### config.mk
export PLATFORM = sky130hd
export DESIGN_NAME = input_port_requester_flat
export DESIGN_NICKNAME = d
export VERILOG_FILES = /design/src/rtl/input_port_requester_if.sv /design/src/rtl/input_port_requester.sv /design/src/flat_wrapper.sv
export SDC_FILE = /design/constraint.sdc
export NUM_CORES = 1
export LEC_CHECK = 0
export BUFFER_PORTS_ARGS = -buffer_cell sky130_fd_sc_hd__buf_2
export CAP_MARGIN = 10
export CORE_AREA = 2 2 166 168
export CTS_CLUSTER_DIAMETER = 30
export CTS_CLUSTER_SIZE = 40
export DETAILED_ROUTE_END_ITERATION = 8
export DIE_AREA = 0 0 168 170
export GPL_TIMING_DRIVEN = 1
export REMOVE_ABC_BUFFERS = 1
export SLEW_MARGIN = 20
export SYNTH_ARGS = -nofsm -noshare
export SYNTH_HDL_FRONTEND = slang
export SYNTH_SLANG_ARGS = --single-unit
### constraint.sdc
create_clock -name clk -period 7.4 [get_ports clk]
set_clock_uncertainty 0.15 [all_clocks]
set_input_delay 1.48 -clock clk [delete_from_list [all_inputs] [get_ports clk]]
set_output_delay 1.48 -clock clk [all_outputs]
set_load 0.02 [all_outputs]
### src/rtl/input_port_requester_if.sv
// rtl/input_port_requester_if.sv - flit input, allocator request/grant and crossbar output bundle
interface input_port_requester_if #(
    parameter int DATA_WIDTH = 32,
    parameter int DEPTH      = 4
);
    localparam int CW = $clog2(DEPTH) + 1;

    logic                  in_valid;
    logic [DATA_WIDTH-1:0] in_data;
    logic                  in_ready;
    logic                  req;
    logic [2:0]            rout_port;
    logic [4:0]            grant_vec;
    logic [4:0]            out_ready;
    logic                  out_valid;
    logic [DATA_WIDTH-1:0] out_data;
    logic [CW-1:0]         count;

    modport master (
        output in_valid, in_data, grant_vec, out_ready,
        input  in_ready, req, rout_port, out_valid, out_data, count
    );

    modport slave (
        input  in_valid, in_data, grant_vec, out_ready,
        output in_ready, req, rout_port, out_valid, out_data, count
    );
endinterface

### src/rtl/input_port_requester.sv
// rtl/input_port_requester.sv - router input port: flit FIFO, XY route of head, allocator request FSM
module input_port_requester #(
    parameter int DATA_WIDTH = 32,
    parameter int DEPTH      = 4,
    parameter int ADDR_W     = 2,
    parameter int CUR_X      = 0,
    parameter int CUR_Y      = 0
) (
    input  logic                   clk,
    input  logic                   rst,
    input_port_requester_if.slave  bus
);
    localparam int                PTR_W = $clog2(DEPTH);
    localparam int                CW    = PTR_W + 1;
    localparam logic [ADDR_W-1:0] CX    = ADDR_W'(CUR_X);
    localparam logic [ADDR_W-1:0] CY    = ADDR_W'(CUR_Y);
    localparam logic [CW-1:0]     FULL  = CW'(DEPTH);

    typedef enum logic [1:0] {
        IDLE    = 2'd0,
        REQ     = 2'd1,
        SEND    = 2'd2,
        RELEASE = 2'd3
    } state_t;

    state_t                state, state_nx;

    logic [DATA_WIDTH-1:0] mem [DEPTH];
    logic [PTR_W-1:0]      wr_ptr, rd_ptr;
    logic [CW-1:0]         count;
    logic                  push, pop;
    logic [DATA_WIDTH-1:0] head;
    logic [2:0]            head_port;

    logic                  req_r, req_nx;
    logic [2:0]            port_r, port_nx;
    logic                  ov_r, ov_nx;
    logic [DATA_WIDTH-1:0] od_r, od_nx;
    logic [4:0]            port_mask;
    logic                  fire;

    // Dimension-ordered routing: resolve x first, then y, else eject locally.
    function automatic logic [2:0] xy_route(input logic [DATA_WIDTH-1:0] flit);
        logic [ADDR_W-1:0] dx;
        logic [ADDR_W-1:0] dy;
        dx = flit[ADDR_W-1:0];
        dy = flit[2*ADDR_W-1:ADDR_W];
        if (dx > CX)      return 3'd3;
        else if (dx < CX) return 3'd1;
        else if (dy > CY) return 3'd4;
        else if (dy < CY) return 3'd2;
        else              return 3'd0;
    endfunction

    assign bus.in_ready = (count != FULL);
    assign push         = bus.in_valid && (count != FULL);
    assign head         = mem[rd_ptr];
    assign head_port    = xy_route(head);

    // Only the grant and ready bits of the frozen requested port matter.
    assign port_mask = 5'b00001 << port_r;
    assign fire      = (state == REQ) && (|(bus.grant_vec & bus.out_ready & port_mask));

    always_ff @(posedge clk) begin
        if (push) begin
            mem[wr_ptr] <= bus.in_data;
        end
    end

    always_ff @(posedge clk or negedge rst) begin
        if (!rst) begin
            wr_ptr <= '0;
            rd_ptr <= '0;
            count  <= '0;
        end else begin
            if (push) wr_ptr <= wr_ptr + 1'b1;
            if (pop)  rd_ptr <= rd_ptr + 1'b1;
            case ({push, pop})
                2'b10:   count <= count + 1'b1;
                2'b01:   count <= count - 1'b1;
                default: count <= count;
            endcase
        end
    end

    always_ff @(posedge clk or negedge rst) begin
        if (!rst) begin
            state  <= IDLE;
            req_r  <= 1'b0;
            port_r <= 3'd0;
            ov_r   <= 1'b0;
            od_r   <= '0;
        end else begin
            state  <= state_nx;
            req_r  <= req_nx;
            port_r <= port_nx;
            ov_r   <= ov_nx;
            od_r   <= od_nx;
        end
    end

    always_comb begin
        state_nx = state;
        req_nx   = req_r;
        port_nx  = port_r;
        ov_nx    = 1'b0;
        od_nx    = od_r;
        pop      = 1'b0;
        case (state)
            IDLE, RELEASE: begin
                // Release behaves like idle so the allocator sees req low before the next request.
                req_nx = 1'b0;
                if (count != '0) begin
                    state_nx = REQ;
                    req_nx   = 1'b1;
                    port_nx  = head_port;
                end else begin
                    state_nx = IDLE;
                end
            end
            REQ: begin
                if (fire) begin
                    state_nx = SEND;
                    pop      = 1'b1;
                    req_nx   = 1'b0;
                    ov_nx    = 1'b1;
                    od_nx    = head;
                end
            end
            SEND: begin
                state_nx = RELEASE;
                req_nx   = 1'b0;
            end
            default: state_nx = IDLE;
        endcase
    end

    assign bus.req       = req_r;
    assign bus.rout_port = port_r;
    assign bus.out_valid = ov_r;
    assign bus.out_data  = od_r;
    assign bus.count     = count;
endmodule

### src/flat_wrapper.sv
// flat-port wrapper written by rule: the top's interface ports become plain ports
module input_port_requester_flat 
#(
    parameter int DATA_WIDTH = 32,
    parameter int DEPTH      = 4,
    parameter int ADDR_W     = 2,
    parameter int CUR_X      = 0,
    parameter int CUR_Y      = 0
)
  (clk, rst, bus_in_valid, bus_in_data, bus_grant_vec, bus_out_ready, bus_in_ready, bus_req, bus_rout_port, bus_out_valid, bus_out_data, bus_count);
  input_port_requester_if #(.DATA_WIDTH(DATA_WIDTH), .DEPTH(DEPTH)) bus_i ();
  input  logic clk;
  input  logic rst;
  input wire logic [$bits(bus_i.in_valid)-1:0] bus_in_valid;
  input wire logic [$bits(bus_i.in_data)-1:0] bus_in_data;
  input wire logic [$bits(bus_i.grant_vec)-1:0] bus_grant_vec;
  input wire logic [$bits(bus_i.out_ready)-1:0] bus_out_ready;
  output wire logic [$bits(bus_i.in_ready)-1:0] bus_in_ready;
  output wire logic [$bits(bus_i.req)-1:0] bus_req;
  output wire logic [$bits(bus_i.rout_port)-1:0] bus_rout_port;
  output wire logic [$bits(bus_i.out_valid)-1:0] bus_out_valid;
  output wire logic [$bits(bus_i.out_data)-1:0] bus_out_data;
  output wire logic [$bits(bus_i.count)-1:0] bus_count;
  assign bus_i.in_valid = bus_in_valid;
  assign bus_i.in_data = bus_in_data;
  assign bus_i.grant_vec = bus_grant_vec;
  assign bus_i.out_ready = bus_out_ready;
  assign bus_in_ready = bus_i.in_ready;
  assign bus_req = bus_i.req;
  assign bus_rout_port = bus_i.rout_port;
  assign bus_out_valid = bus_i.out_valid;
  assign bus_out_data = bus_i.out_data;
  assign bus_count = bus_i.count;
  input_port_requester #(.DATA_WIDTH(DATA_WIDTH), .DEPTH(DEPTH), .ADDR_W(ADDR_W), .CUR_X(CUR_X), .CUR_Y(CUR_Y)) u_core (.clk(clk), .rst(rst), .bus(bus_i));
endmodule
# Word-level counts from Yosys, hierarchy flattened
# Memories as Yosys holds them, arrays and structs flattened.
# Cells that the tools add are included.
[totals]
inputBits = 45
output_inout_bits = 41
ramBits = 128
memories = 1
reg_bits = 46
[classes]
muxes = 15
n_lt_le_gt_ge = 4
n_shift = 1
add_sub_neg = 4
eq_ne = 7
bitwise = 2
reduce_logical = 9
[mem_list]
columns = ["name", "words", "word_bits", "rd", "rd_clocked_by_memory_dff", "write_ports", "line", "rtl"]
rows = [
  ["u_core.mem", 4, 32, 1, 0, 1, "input_port_requester.sv:28", "logic [DATA_WIDTH-1:0] mem [DEPTH];"],
]
[op_table]
columns = ["op", "count"]
rows = [
  ["bitwise AND 5 bit", 2],
  ["two-way mux 3 bit", 3],
  ["two-way mux 1 bit", 7],
  ["equality test 2 bit (second input constant)", 3],
  ["one-hot mux 2 bit (3 select lines)", 1],
  ["one-hot mux 3 bit (2 select lines)", 1],
  ["OR reduction 5 bit", 1],
  ["<< shifter 1 x 3 -> 5 bit (first input constant)", 1],
  ["adder 2 x 1 -> 2 bit (second input constant)", 2],
  ["equality test 2 x 1 -> 1 bit (second input constant)", 2],
  ["greater-than comparator 2 x 1 -> 1 bit (second input constant)", 2],
  ["less-than comparator 2 x 1 -> 1 bit (second input constant)", 2],
  ["two-way mux 2 bit", 2],
  ["AND reduction 2 bit", 2],
  ["adder 3 x 1 -> 3 bit (second input constant)", 1],
  ["!= test 3 bit (second input constant)", 1],
  ["one-hot mux 1 bit (3 select lines)", 1],
  ["nonzero test 3 bit", 1],
  ["subtractor 3 x 1 -> 3 bit (second input constant)", 1],
  ["logical AND 1 bit", 2],
  ["logical NOT 2 bit", 1],
  ["!= test 2 x 1 -> 1 bit (second input constant)", 1],
  ["nonzero test 2 bit", 1],
  ["OR reduction 2 bit", 1],
]

# Logic depth before layout (Yosys ltp)
# Gate-level depths: netlist of run 1.
[depth]
ltp_word = 8
mapped_depth = 10
mapped_depth_nobuf = 9

# Worst setup path after synthesis of run 1
# OpenSTA, ideal clock, no wires.
[synth_timing]
kind = "input to register"
startpoint = "in bus_grant_vec[3]"
endpoint = "reg u_core.count[1] (netlist: u_core.bus.count[1])"
path_stages = 6
setup_time_ps = 125
required_ps = 7125
t_arrival_ps = 3227
setup_slack_ps = 3898
path_cell_list = "a21boi_0 a2111oi_4 buf_6 ha_1 fa_1 mux2_2"
[synth_via]
elab_chain_len = 8
word_cells_on_any_way = 10
cone_classes = "eq/ne: 2; mux: 3; bitwise: 2; reduce/logical: 3"
[synth_rtl]
columns = ["item", "line", "rtl"]
rows = [
  ["start, declared", "flat_wrapper.sv:16", "input wire logic [$bits(bus_i.grant_vec)-1:0] bus_grant_vec;"],
  ["bitwise AND 5 bit * (2 in a row)", "input_port_requester.sv:62", "assign fire = (state == REQ) && (|(bus.grant_vec & bus.out_ready & port_mask));"],
  ["OR reduction 5 bit *", "input_port_requester.sv:62", ""],
  ["logical AND 1 bit *", "input_port_requester.sv:62", ""],
  ["two-way mux 1 bit * (2 in a row)", "n/a", ""],
  ["net u_core.ov_nx", "input_port_requester.sv:37", "logic ov_r, ov_nx;"],
  ["equality test 2 x 1 -> 1 bit / equality test 2 bit (equally long branches)", "input_port_requester.sv:78", "case ({push, pop})"],
  ["one-hot mux 3 bit (2 select lines) / nonzero test 2 bit (equally long branches)", "n/a", ""],
  ["end signal, assigned", "input_port_requester.sv:79", "2'b10: count <= count + 1'b1;"],
  ["end signal, assigned", "input_port_requester.sv:80", "2'b01: count <= count - 1'b1;"],
  ["end signal, assigned", "input_port_requester.sv:81", "default: count <= count;"],
  ["end, declared", "input_port_requester.sv:30", "logic [CW-1:0] count;"],
]
# Mark *: on every way through the listed nets, which the timed path passes. The rest lies on a longest branch.
# A chain may end at the register's enable or synchronous reset.

# Worst setup path after layout of run 1
[layout_timing]
startpoint = "in bus_grant_vec[4]"
endpoint = "reg u_core.count[1] (netlist: u_core.bus.count[1])"
[layout_via]
elab_chain_len = 8
word_cells_on_any_way = 10
cone_classes = "eq/ne: 2; mux: 3; bitwise: 2; reduce/logical: 3"
[layout_rtl]
columns = ["item", "line", "rtl"]
rows = [
  ["bitwise AND 5 bit * (2 in a row)", "input_port_requester.sv:62", ""],
  ["OR reduction 5 bit *", "input_port_requester.sv:62", ""],
  ["logical AND 1 bit *", "input_port_requester.sv:62", ""],
  ["two-way mux 1 bit *", "input_port_requester.sv:122", "if (fire) begin"],
  ["two-way mux 1 bit *", "input_port_requester.sv:109", "case (state)"],
  ["equality test 2 x 1 -> 1 bit / equality test 2 bit (equally long branches)", "input_port_requester.sv:78", ""],
  ["one-hot mux 3 bit (2 select lines) / nonzero test 2 bit (equally long branches)", "n/a", ""],
]
# Mark *: on every way between the ends. The rest lies on a longest branch, timed or not.

==> impl.org, run 1 <==
** Global route
- Grt ovf :: 0
- The first global-routing pass estimated 19,600 um of wire.
- The number of global-route vias before repair came to 3,430.
- The number of antenna violations at the first check in global routing came to 0.
- For this run, the total global-route usage over all layers was measured as 0.09236.
- Entering global routing, the biggest net connects 46 pins.

** Timing
- Post-route fraction of the period consumed by the critical path :: 0.4663
- Setup repair after global routing left no endpoint under its margin.
- Total of endpoints with negative setup slack in the final report :: 0
- Final worst path period need :: 3.451 ns
- Max-Slew Margin vs Limit :: 0.3536
- Maximum frequency from static timing analysis :: 289.8 MHz
- The number of max-slew violations in the final report was 0.
- At the pin with the least slew margin, the transition time is 0.9696 ns.
- Number of hold violations in the final report :: 0
- Setup TNS after final layout :: 0 ns

** Route
- For this block, the via count after detailed routing is 3,059.
- # DRC :: 0
- For this run, the detailed router's first-pass iteration total came to 4.
- Post-DR wirelength/cell :: 16.56 um
- Using the TritonRoute via totals, the vias-per-cell ratio works out to 4.112.
- Number of design-rule violations left by the first detailed-router iteration :: 131
- Routed Wire Length :: 12,320 um
- Number of nets still failing antenna checks after routing :: 0

** Synthesis
- After synthesis the cells add up to 0.006575 mm2.
- Ranked by total cell area, the synthesized netlist is headed by sky130_fd_sc_hd__edfxtp_1 (58%), sky130_fd_sc_hd__dfrtp_1 (17%), sky130_fd_sc_hd__mux4_2 (11%).
- Average footprint of a synthesized cell :: 21.99 um2
- Post-synth top area share :: 0.5846
- Of the synthesized area, sequential elements account for 0.7559.
- The synthesized design contains ~170 register bits.
- Synthesis produced a netlist whose cell count is 299.
- Top cell type by total area after synthesis :: sky130_fd_sc_hd__edfxtp_1
- For this run, the number of Yosys warnings is 0.
- In this run, distinct cell masters in the synthesized netlist total 27.

** Setup path
- Data required time at the worst endpoint :: between 7 and 8 ns
- Of all nets on the critical path, the largest fanout is 36.
- STA classifies the critical path endpoint as a register.
- The setup path with the least slack is of type in2reg.
- Startpoint type of the worst setup path :: primary input
- STA puts the critical path data arrival time at 3.61 ns.

** CTS
- TritonCTS built the clock tree.
- CTS Sinks :: 173
- Buffers added to address setup during post-CTS repair amount to 0.
- Clock slew at the register clock pins of the worst setup and hold paths :: ~0.070 ns
- The number of hold buffers added after CTS was 0.
- The root buffer cell chosen for the clock tree is sky130_fd_sc_hd__clkbuf_16.
- Largest buffer count on any clock path :: 2
- After clock tree synthesis, the repair step resized 0 gates.
- H-tree depth :: 4
- In this run, CTS created clock tree buffers numbering 17.
- The later pin in the worst-skew pair is clocked with a latency of 0.43 ns.

** Cells and area
- The filler cells instantiated in the layout total 2,600.
- In the layout the commonest cells are sky130_fd_sc_hd__edfxtp_1 (128), sky130_fd_sc_hd__buf_2 (81), sky130_fd_sc_hd__dfrtp_1 (43).
- Most common cell after layout, fill and taps aside :: sky130_fd_sc_hd__edfxtp_1
- Final #Nets :: 443
- From synthesis to final layout, the design area changed by 21.08%.
- Final cell count without fillers :: about 740
- Diodes inserted :: 0
- Share of post-route cells with drive strength above 1 :: 0.4739

** Placed design
- Placed Cells incl. Taps :: ~700
- Input and output buffers added on the ports amount to 81.
- The wire-length estimate of the detail-placed layout is 7487 um.
- Routability-driven placement finished with a final weighted congestion of 0.6949.

** Job
- The tool flagged a number of max-cap violations equal to 0.

** Floorplan
- The core region is 0.02665 mm2.
- For this configuration, the core starts out at a cell density of 0.2467.
- Die span in x :: 168 um
- Pin placement for this block handled 86 I/O pins.
- Rows :: 60
- The floorplan step set the die height to around 170 um.
- The die covers about 0.029 mm2.

** Pwr
- Peak supply drop :: 0.1473 mV
- In this run the static leakage power is 0.002892 uW.
- Total Power Consumption :: between 3000 and 4000 uW
- Power per standard cell area :: 426.0 mW/mm2

** Outcome
- Result of the run :: finished, final reports clean

** Worst hold path
- Min-Delay Path Class :: reg2reg
critical path, stage by stage:
cell,delay (ns)
sky130_fd_sc_hd__buf_2,0.10
sky130_fd_sc_hd__nand3b_4,0.09
sky130_fd_sc_hd__a2111oi_4,0.35
sky130_fd_sc_hd__buf_4,0.57
sky130_fd_sc_hd__ha_1,0.31
sky130_fd_sc_hd__fa_1,0.42
sky130_fd_sc_hd__mux2_2,0.27
synthesized netlist by cell type:
master                      instances
sky130_fd_sc_hd__edfxtp_1         128
sky130_fd_sc_hd__dfrtp_1           45
sky130_fd_sc_hd__mux4_2            32
sky130_fd_sc_hd__mux2_2            24
sky130_fd_sc_hd__mux2_4            10
sky130_fd_sc_hd__inv_1              8
sky130_fd_sc_hd__ha_1               7
sky130_fd_sc_hd__and3_1             4
sky130_fd_sc_hd__clkbuf_1           4
sky130_fd_sc_hd__nand2_1            4
sky130_fd_sc_hd__nor2_1             4
sky130_fd_sc_hd__o21ai_0            4
sky130_fd_sc_hd__xnor2_1            4
sky130_fd_sc_hd__buf_2              3
sky130_fd_sc_hd__buf_6              3
sky130_fd_sc_hd__buf_4              2
sky130_fd_sc_hd__mux2i_1            2
sky130_fd_sc_hd__xor2_1             2
sky130_fd_sc_hd__a2111oi_4          1
sky130_fd_sc_hd__a211oi_1           1
sky130_fd_sc_hd__a211oi_2           1
sky130_fd_sc_hd__a21boi_0           1
sky130_fd_sc_hd__and2_1             1
sky130_fd_sc_hd__fa_1               1
sky130_fd_sc_hd__mux2_1             1
sky130_fd_sc_hd__nand3b_4           1
sky130_fd_sc_hd__o31ai_1            1
cell type report:
type | instances | area, um2 | area share
flip-flops and latches | 173 | 4972 | 0.6245
clock inverters | 15 | 177.7 | 0.02232
clock buffers | 17 | 425.4 | 0.05343
multi-input cells | 106 | 1501 | 0.1886
well taps | 341 | 426.7 | 0.05359
inverters | 8 | 30.03 | 0.003772
repair buffers | 84 | 427.9 | 0.05375
worst paths after layout:
check / start / endpoint / slack [ns] / cells past startpoint
max in group asynchronous: rst / u_core.rd_ptr[1] / 5.61 / 2
min in group asynchronous: rst / u_core.bus.out_data[5] / 1.02 / 2
worst min register to register: u_core.bus.out_data[0] / u_core.bus.out_data[0] / 0.34 / 1
worst max-delay path: bus_grant_vec[4] / u_core.bus.count[1] / 3.95 / 7
worst min-delay path: u_core.bus.out_data[0] / u_core.bus.out_data[0] / 0.34 / 1
worst max register to register: u_core.bus.rout_port[1] / u_core.bus.count[1] / 4.58 / 6
sequential cells by signal, indices dropped and copies added, names as in the netlist:
signal                flops
u_core.wr_ptr             2
u_core.bus.req            1
u_core.bus.rout_port      2
u_core.rd_ptr             2
u_core.mem              128
u_core.bus.count          3
u_core.state              2
u_core.bus.out_valid      1
u_core.bus.out_data      32
per-stage QoR:
stage,util,instance area [um2],setup WS (ns),hold WS [ns]
floorplan,-,6496,2.912,0.3589
global placement,0.2761,7358,3.557,0.3266
finish,0.2987,7961,3.949,0.3409
global route,0.2987,7961,3.840,0.3868
detailed placement,0.2761,7358,3.485,0.3251
CTS,0.2987,7961,3.953,0.3396
kinds of logic (layout without fill, tap and decap cells):
| logic type | Yosys count | in the layout | share of synthesized area |
|---|---|---|---|
| buffers and inverters | 20 | 124 | 0.01655 |
| AO/OA/AOI/OAI | 9 | 9 | 0.01256 |
| adder cells (fa/ha/maj) | 8 | 8 | 0.01636 |
| flip-flops | 173 | 173 | 0.7559 |
| multiplexers | 69 | 69 | 0.1783 |
| AND/OR/NAND/NOR | 14 | 14 | 0.01237 |
| XOR/XNOR | 6 | 6 | 0.007992 |
report_power, final:
part | internal, uW | leakage, uW | switching (uW) | total (uW)
clock | 511 | 0.000287 | 405 | 916
combinational | 472 | 0.000897 | 499 | 971
sequential | 1330 | 0.00171 | 172 | 1500
total | 2310 | 0.00289 | 1080 | 3390
metal layers:
layer	wire length [um]	vias up	part of all wire	GRT usage
met5	0	-	0	0
met4	198	0	0.016	0.03856
met3	455	13	0.037	0.02535
met2	6363	61	0.52	0.1597
met1	5301	1617	0.43	0.1087
li1	-	1368	-	-
Power figures use the tool's default switching activity.
==> run 2, diff against run 1 <==
Clock period 7.4 ns to 2.8 ns, I/O delays scaled along.
==> run 2 against run 1 <==
Compared with the run above:
- sequential share of layout area is 0.84 points lower
- sequential cell count stayed put
- first-iteration DRC count is 34% higher
- die area stayed put
- clock power grew to 2.6 times the previous value
- critical endpoint is now u_core.bus.out_data[21]
==> impl.org, run 2 (synthesis gave the netlist of run 1 again) <==
** Route
- Vias after detailed routing :: 3,087 (+0.92%)
- # DRC :: 0 (unchanged)
- Number of nets still failing antenna checks after routing :: 0 (unchanged)
- The iteration-0 DRC count of the detailed router came to 176 (+34%).
- The wire length per cell after detailed routing came to 17.82 um (+7.6%).
- Routed Wire Length :: 13,350 um (+8.3%)
- Detailed Routing Iterations Pass 1 :: 6 (+2)
- The via density per instance was 4.121 (+0.24%).

** Setup path
- Max stage delay cell, worst path :: sky130_fd_sc_hd__buf_4
- In this run the critical register-to-register path is captured at u_core.bus.out_data[21].
- CP Cell Sequence :: nand3b_4, a2111oi_4, buf_4, mux2_2
- The number of cells on the worst reg-to-reg path was 4 (-2).
- The worst register-to-register path begins at u_core.bus.rout_port[1].
- Broken down by cell family, the worst path's largest delay share belongs to buffers and inverters.
- Flop2flop setup slack :: 0.48 ns (-4.10 ns)
- The critical path data required time is 2.95 ns (-4.61 ns).
- Worst-path fanout max :: 35 (-2.8%)
- The worst setup path is of the reg2reg kind.
- The worst setup path is launched from a register.
- The critical path's largest stage delay is 0.59 ns (+0.02 ns).
- Worst path arrival time :: 2.48 ns (-1.13 ns)
- Worst setup path endpoint :: u_core.bus.out_data[21]
- Capturing element type of the critical path :: register
- The critical path depth in cells was 4 (-3).
- The critical path buffer and inverter count is 1 (-1).
- Timing startpoint of the critical path :: u_core.bus.rout_port[1]

** Placed design
- RD Place Congestion :: 0.6731 (-3.1%)
- The final HPWL from detailed placement came to 8400 um (+12%).
- Number of port buffers :: 81 (unchanged)

** Timing
- Total of endpoints with negative setup slack in the final report :: 0 (unchanged)
- Max-Slew Margin vs Limit :: 0.5619 (+0.2083)
- Maximum frequency from static timing analysis :: 430.6 MHz
- Final slew viol count :: 0 (unchanged)
- Post-route fraction of the period consumed by the critical path :: 0.8294
- The total negative slack for setup checks was 0 ns (unchanged).
- Worst hold slack across all endpoints :: 0.01099 ns (-0.3299 ns)
- Setup repair after global routing left no endpoint under its margin.
- The number of hold violations in the final report came to 0 (unchanged).
- Subtracting the final worst setup slack from the clock period gives 2.322 ns.
- The actual transition at the worst max-transition pin is 0.6516 ns (-0.3180 ns).

** CTS
- Clock insertion delay at the later pin of the skew report :: 0.42 ns (about the same)
- The number of hold buffers added after cts came to 0 (unchanged).
- Clock slew at the register clock pins of the worst setup and hold paths :: 0.07 ns (about the same)
- The sink count of the clock tree is 173 (unchanged).
- The number of buffers added by the clock tree synthesis step came to 17 (unchanged).
- H-tree depth :: 4 (unchanged)
- The root buffer cell chosen for the clock tree is sky130_fd_sc_hd__clkbuf_16.
- Largest buffer count on any clock path :: 2 (unchanged)
- Number of resized instances in the post-cts repair step :: 0 (unchanged)
- Clock tree from TritonCTS :: done
- Post-CTS setup buffers :: 0 (unchanged)

** Cells and area
- Diodes inserted :: 0 (unchanged)
- Largest register FFs :: 128 (unchanged)
- The library cell used most frequently in the layout, excluding fill and tap cells, is sky130_fd_sc_hd__edfxtp_1.
- Reg area :: 0.004972 mm2 (unchanged)
- Area overhead of the layout relative to synthesis :: 22.74%
- The number of nets in the finished design was 448 (+1.1%).
- u_core.mem holds more flip-flops than any other register.
- Multi-input combinational cell area :: 0.001501 mm2 (unchanged)
- Highest-count cells in the layout ignoring fill and taps :: sky130_fd_sc_hd__edfxtp_1 (128), sky130_fd_sc_hd__buf_2 (81), sky130_fd_sc_hd__dfrtp_1 (43)
- The number of filler cells placed in the layout is 2,597 (-0.12%).
- Share of post-route cells with drive strength above 1 :: 0.4681 (-0.005808)

** Floorplan
- Die height :: 170 um (unchanged)
- The count of boundary I/O pins is 86 (unchanged).
- Starting density of the core :: 0.2467 (unchanged)
- The total core area came to 0.02665 mm2 (unchanged).
- Rows :: 60 (unchanged)
- The horizontal die dimension is 168 um (unchanged).
- The total die area came to 0.02856 mm2 (unchanged).

** Outcome
- Result of the run :: finished, final reports clean

** Pwr
- Leakage :: 0.002927 uW (+1.2%)
- Power per standard cell area :: 1125 mW/mm2 (+160%)
- Peak supply drop :: 0.3679 mV (+150%)

** Global route
- The total global routing track utilization is 0.09823 (+0.005867).
- The maximum number of pins on one net before global-route repair came to 36 (-22%).
- The first-pass GRT wire length was 20,410 um (+4.2%).
- Grt ovf :: 0 (unchanged)
- Via count of the first global-routing pass :: 3,477 (+1.4%)
- Antenna violations before repair :: 0 (unchanged)

** Worst hold path
- The min-delay analysis places its worst path in the category in2async.

** Job
- Maximum capacitance violations :: 0 (unchanged)
-- run 2: changes by cell type in the layout (fill, tap and decap cells not counted), sizes merged --
cell      previous run  this run
inv                 16         9
clkbuf              17        22
bufinv               2         3
buf                 84        89
clkinvlp             3         4
-- run 2: final cells by class --
cell class,instances,area share
multi-input combinational,106,0.1860
timing repair buffer,89,0.06853
clock buffer,22,0.05504
tap,341,0.05287
inverter,8,0.003721
clock inverter,10,0.01767
sequential,173,0.6161
-- run 2: stage by stage --
step | setup WS, ns | cell area [um2] | util | power [uW] | std cells
finish | 0.4778 | 8070 | 0.3028 | 9081 | 749
global route | 0.3421 | 8070 | 0.3028 | 9597 | 749
CTS | 0.4004 | 8070 | 0.3028 | 9275 | 749
detailed placement | 0.2722 | 7483 | 0.2808 | 6871 | 717
global placement | 0.3142 | 7483 | 0.2808 | 6763 | 717
floorplan | -0.8986 | 6496 | - | 5788 | 287
-- run 2: worst min-delay path by stage --
stage | cells past startpoint | slack (ns) | endpoint | startpoint
finish | 1 | 0.01 | u_core.bus.out_data[25] | rst
detailed placement | 1 | 0.34 | u_core.bus.out_data[0] | u_core.bus.out_data[0]
global placement | 1 | 0.33 | u_core.bus.out_data[0] | u_core.bus.out_data[0]
CTS | 1 | 0.04 | u_core.bus.out_data[31] | rst
floorplan | 0 | 0.11 | u_core.bus.count[0] | rst
global route | 1 | 0.05 | u_core.bus.out_data[31] | rst
-- run 2: layer usage --
layer  up-vias  global-route usage  part of all wire
li1       1378                   -                 -
met1      1625              0.1147              0.43
met2        70              0.1712              0.51
met3        14             0.03256             0.047
met4         0             0.03138             0.013
met5         -                   0                 0
-- run 2: where the power goes --
group / switching [uW] / internal [uW] / total [uW]
clock network: 962 / 1410 / 2370
registers: 383 / 3510 / 3900
logic: 1460 / 1350 / 2810
==> run 3, diff against run 2 <==
Clock period 2.8 ns to 2 ns, I/O delays scaled along.
==> run 3 against run 2 <==
Compared with the run above:
- the flow now finishes with violations (negative setup slack)
- register-to-register slack got worse by 0.64 ns
- sequential cell count is the same
- utilization grew 0.42 points
- final cell count up 2.8%
- largest power group unchanged
==> impl.org, run 3 (synthesis gave the netlist of run 1 again) <==
** Timing
- Number of hold violations in the final report :: 0 (unchanged)
- The worst hold margin was 0.04098 ns (+0.02999 ns).
- Final worst path period need :: 2.166 ns (-0.1565 ns)
- RSZ-0062 raised after global routing :: yes
- Post-route fraction of the period consumed by the critical path :: 1.083 (+0.2535)
- The number of max-slew violations in the final report was 0 (unchanged).
- The worst slew slack as a fraction of its limit came to 0.5682 (+0.006334).
- Maximum frequency from static timing analysis :: 461.7 MHz (+7.2%)
- Total of endpoints with negative setup slack in the final report :: 20 (+20)
- The actual transition at the worst max-transition pin is 0.6422 ns (-0.009419 ns).
- Final worst setup slack :: -0.1657 ns (-0.6435 ns)

** Global route
- Pin count of the biggest net entering global routing :: 33 (-8.3%)
- The number of antenna violations at the first check in global routing came to 0 (unchanged).
- Grt ovf :: 0 (unchanged)
- The first-pass GRT wire length is 20,420 um (about the same).
- Total global-route track usage :: 0.09745 (-0.0007859)
- The number of global-route vias before repair came to 3,417 (-1.7%).

** Cells and area
- Final cell count without fillers :: 770 (+2.8%)
- In the layout the commonest cells are sky130_fd_sc_hd__edfxtp_1 (128), sky130_fd_sc_hd__buf_2 (81), sky130_fd_sc_hd__dfrtp_1 (43).
- The area occupied by multi-input gates was 0.001526 mm2 (+1.7%).
- Leaving out fill and tap cells, the most frequent cell in the layout is sky130_fd_sc_hd__edfxtp_1.
- The number of filler cells placed in the layout is 2,552 (-1.7%).
- Share of post-route cells with drive strength above 1 :: 0.5035 (+0.03536)
- The combined flip-flop and latch cell area is 0.004972 mm2 (unchanged).
- Relative to the synthesized area, the layout overhead comes to 24.45%.
- Final standard cell area without fillers :: 0.008183 mm2 (+1.4%)
- Largest register FFs :: 128 (unchanged)
- Diodes inserted :: 0 (unchanged)
- More flip-flops sit in one register than any other, and that register is u_core.mem.
- Final #Nets :: 469 (+4.7%)

** Worst hold path
- Min-Delay Path Class :: in2reg

** Placed design
- RD Place Congestion :: 0.6975 (+3.6%)
- The number of port buffers was 81 (unchanged).
- The number of instances in the placed design is 730 (+1.8%).
- The final HPWL from detailed placement was 8232 um (-2.0%).
- Post-detailed-placement cell area :: 0.007506 mm2 (+0.30%)

** Outcome
- The run finished, with violations left.
- Violated checks :: negative setup slack

** Pwr
- Part of the power in combinational logic :: 0.346 (+0.036)
- The switching power total is 4022 uW (+43%).
- The internal power summed over all cells was 8638 uW (+38%).
- Peak supply drop :: 0.7033 mV (+91%)
- The power per cell area was 1547 mW/mm2 (+37%).
- Share of power burned in the clock network :: 0.236 (-0.025)
- The relative contribution of sequential cells to total power was 0.418 (-0.011).
- The leakage power of the design was 0.002997 uW (+2.4%).
- Sw Share :: 0.3177 (+0.008823)

** CTS
- The clock-pin slew of the registers on the worst-case setup and hold paths came to 0.07 ns (about the same).
- In this run the clock root is driven by a sky130_fd_sc_hd__clkbuf_16.
- The maximum buffer depth of the clock tree is 2 (unchanged).
- The sink count of the clock tree came to 173 (unchanged).
- The number of buffers added by the clock tree synthesis step came to 17 (unchanged).
- Clock tree from TritonCTS :: done
- The insertion delay of the later-clocked pin in the worst-skew pair was 0.42 ns (about the same).
- H-tree depth :: 4 (unchanged)

** Setup path
- The largest fanout of any net on the critical path came to 2 (-94%).
- STA classifies the critical path endpoint as a register.
- The critical path data arrival time came to 2.32 ns (-0.16 ns).
- The critical path is of the reg2reg type.
- STA classifies the critical path startpoint as a register.
- The critical path data required time was 2.15 ns (-0.80 ns).

** Route
- Number of design-rule violations left by the first detailed-router iteration :: 156 (-11%)
- # DRC :: 0 (unchanged)
- The total detailed-routing wirelength came to 13,230 um (-0.85%).
- The number of iterations in the first detailed-routing pass was 4 (-2).
- Routed vias/inst :: 4.086 (-0.87%)
- Post-DR wirelength/cell :: 17.18 um (-3.6%)
- Vias after detailed routing :: 3,146 (+1.9%)
- The number of nets still failing antenna checks after routing was 0 (unchanged).

** Floorplan
- Die area :: 0.02856 mm2 (unchanged)
- The total core area was 0.02665 mm2 (unchanged).
- Die height :: 170 um (unchanged)
- The starting density of the core was 0.2467 (unchanged).
- Rows :: 60 (unchanged)
- The horizontal die dimension came to 168 um (unchanged).
- I/O pin cnt :: 86 (unchanged)

** Job
- Maximum capacitance violations :: 0 (unchanged)
[run 3: cell types whose count changed in the layout (fill, tap and decap cells not counted), moves of 2 or more]
| cell | previous run | this run |
|---|---|---|
| sky130_fd_sc_hd__clkinv_4 | 1 | 4 |
| sky130_fd_sc_hd__and3_2 | 4 | 0 |
| sky130_fd_sc_hd__clkbuf_1 | 5 | 0 |
| sky130_fd_sc_hd__buf_4 | 1 | 23 |
| sky130_fd_sc_hd__buf_12 | 7 | 3 |
| sky130_fd_sc_hd__clkinv_1 | 0 | 2 |
| sky130_fd_sc_hd__bufinv_16 | 3 | 0 |
| sky130_fd_sc_hd__and3_4 | 0 | 4 |
| sky130_fd_sc_hd__inv_6 | 1 | 3 |
[run 3: stage by stage]
step                power, uW    util  setup TNS [ns]  worst slack, ns
floorplan                8104       -          -72.49           -1.699
global placement         9488  0.2816          -8.932          -0.2811
detailed placement       9650  0.2816          -13.56          -0.2890
CTS                     12870  0.3059          -3.060          -0.2184
global route            13380  0.3070          -4.764          -0.2414
finish                  12660  0.3070          -1.972          -0.1657
[run 3: power groups by stage]
stage	sequential (uW)	clock (uW)	combinational (uW)
after floorplan	6060	0	2050
after global placement	5320	0	4160
after detailed placement	5370	0	4270
after CTS	5310	3080	4480
after global routing	5390	3220	4770
final	5290	2990	4380
[run 3: area by class of cell]
type,instances,area share
flip-flops and latches,173,0.6076
multi-input cells,106,0.1865
repair buffers,110,0.08394
well taps,341,0.05214
clock buffers,17,0.05199
clock inverters,15,0.01407
inverters,8,0.003670
[run 3: timing repair]
| action | CTS | global route |
|---|---|---|
| gates resized for setup | 10 | 2 |
| pin swaps | 4 | 2 |
| gates cloned | 1 | 0 |
| hold buffers | 1 | 0 |
| endpoints found under the hold margin | 16 | 0 |
| endpoints found under the setup margin | 132 | 67 |
| buffers inserted | 3 | 3 |
[run 3: worst max-delay path, stage by stage (launching register included)]
cell and delay (ns):
sky130_fd_sc_hd__dfrtp_1 0.39, sky130_fd_sc_hd__inv_2 0.06, sky130_fd_sc_hd__ha_1 0.13, sky130_fd_sc_hd__inv_1 0.06
sky130_fd_sc_hd__a2111oi_4 0.32, sky130_fd_sc_hd__ha_2 0.26, sky130_fd_sc_hd__fa_1 0.41, sky130_fd_sc_hd__mux2_2 0.27
[run 3: routing by layer]
metal,wire (um),vias to the layer above,track usage
met3,502,12,0.02047
li1,-,1431,-
met2,6974,74,0.1703
met4,163,0,0.03743
met5,0,-,0
met1,5591,1629,0.1185
[run 3: worst paths after layout]
kind                                    startpoint                 endpoint  slack [ns]  depth (start not counted)
setup / recovery                   u_core.state[1]      u_core.bus.count[1]       -0.17                          7
hold / removal                     bus_in_data[17]        u_core.mem[0][17]        0.04                          1
setup reg to reg                   u_core.state[1]      u_core.bus.count[1]       -0.17                          7
hold reg to reg            u_core.bus.out_data[24]  u_core.bus.out_data[24]        0.35                          1
max in group asynchronous                      rst  u_core.bus.rout_port[2]        0.72                          3
min in group asynchronous                      rst     u_core.bus.out_valid        0.32                          2
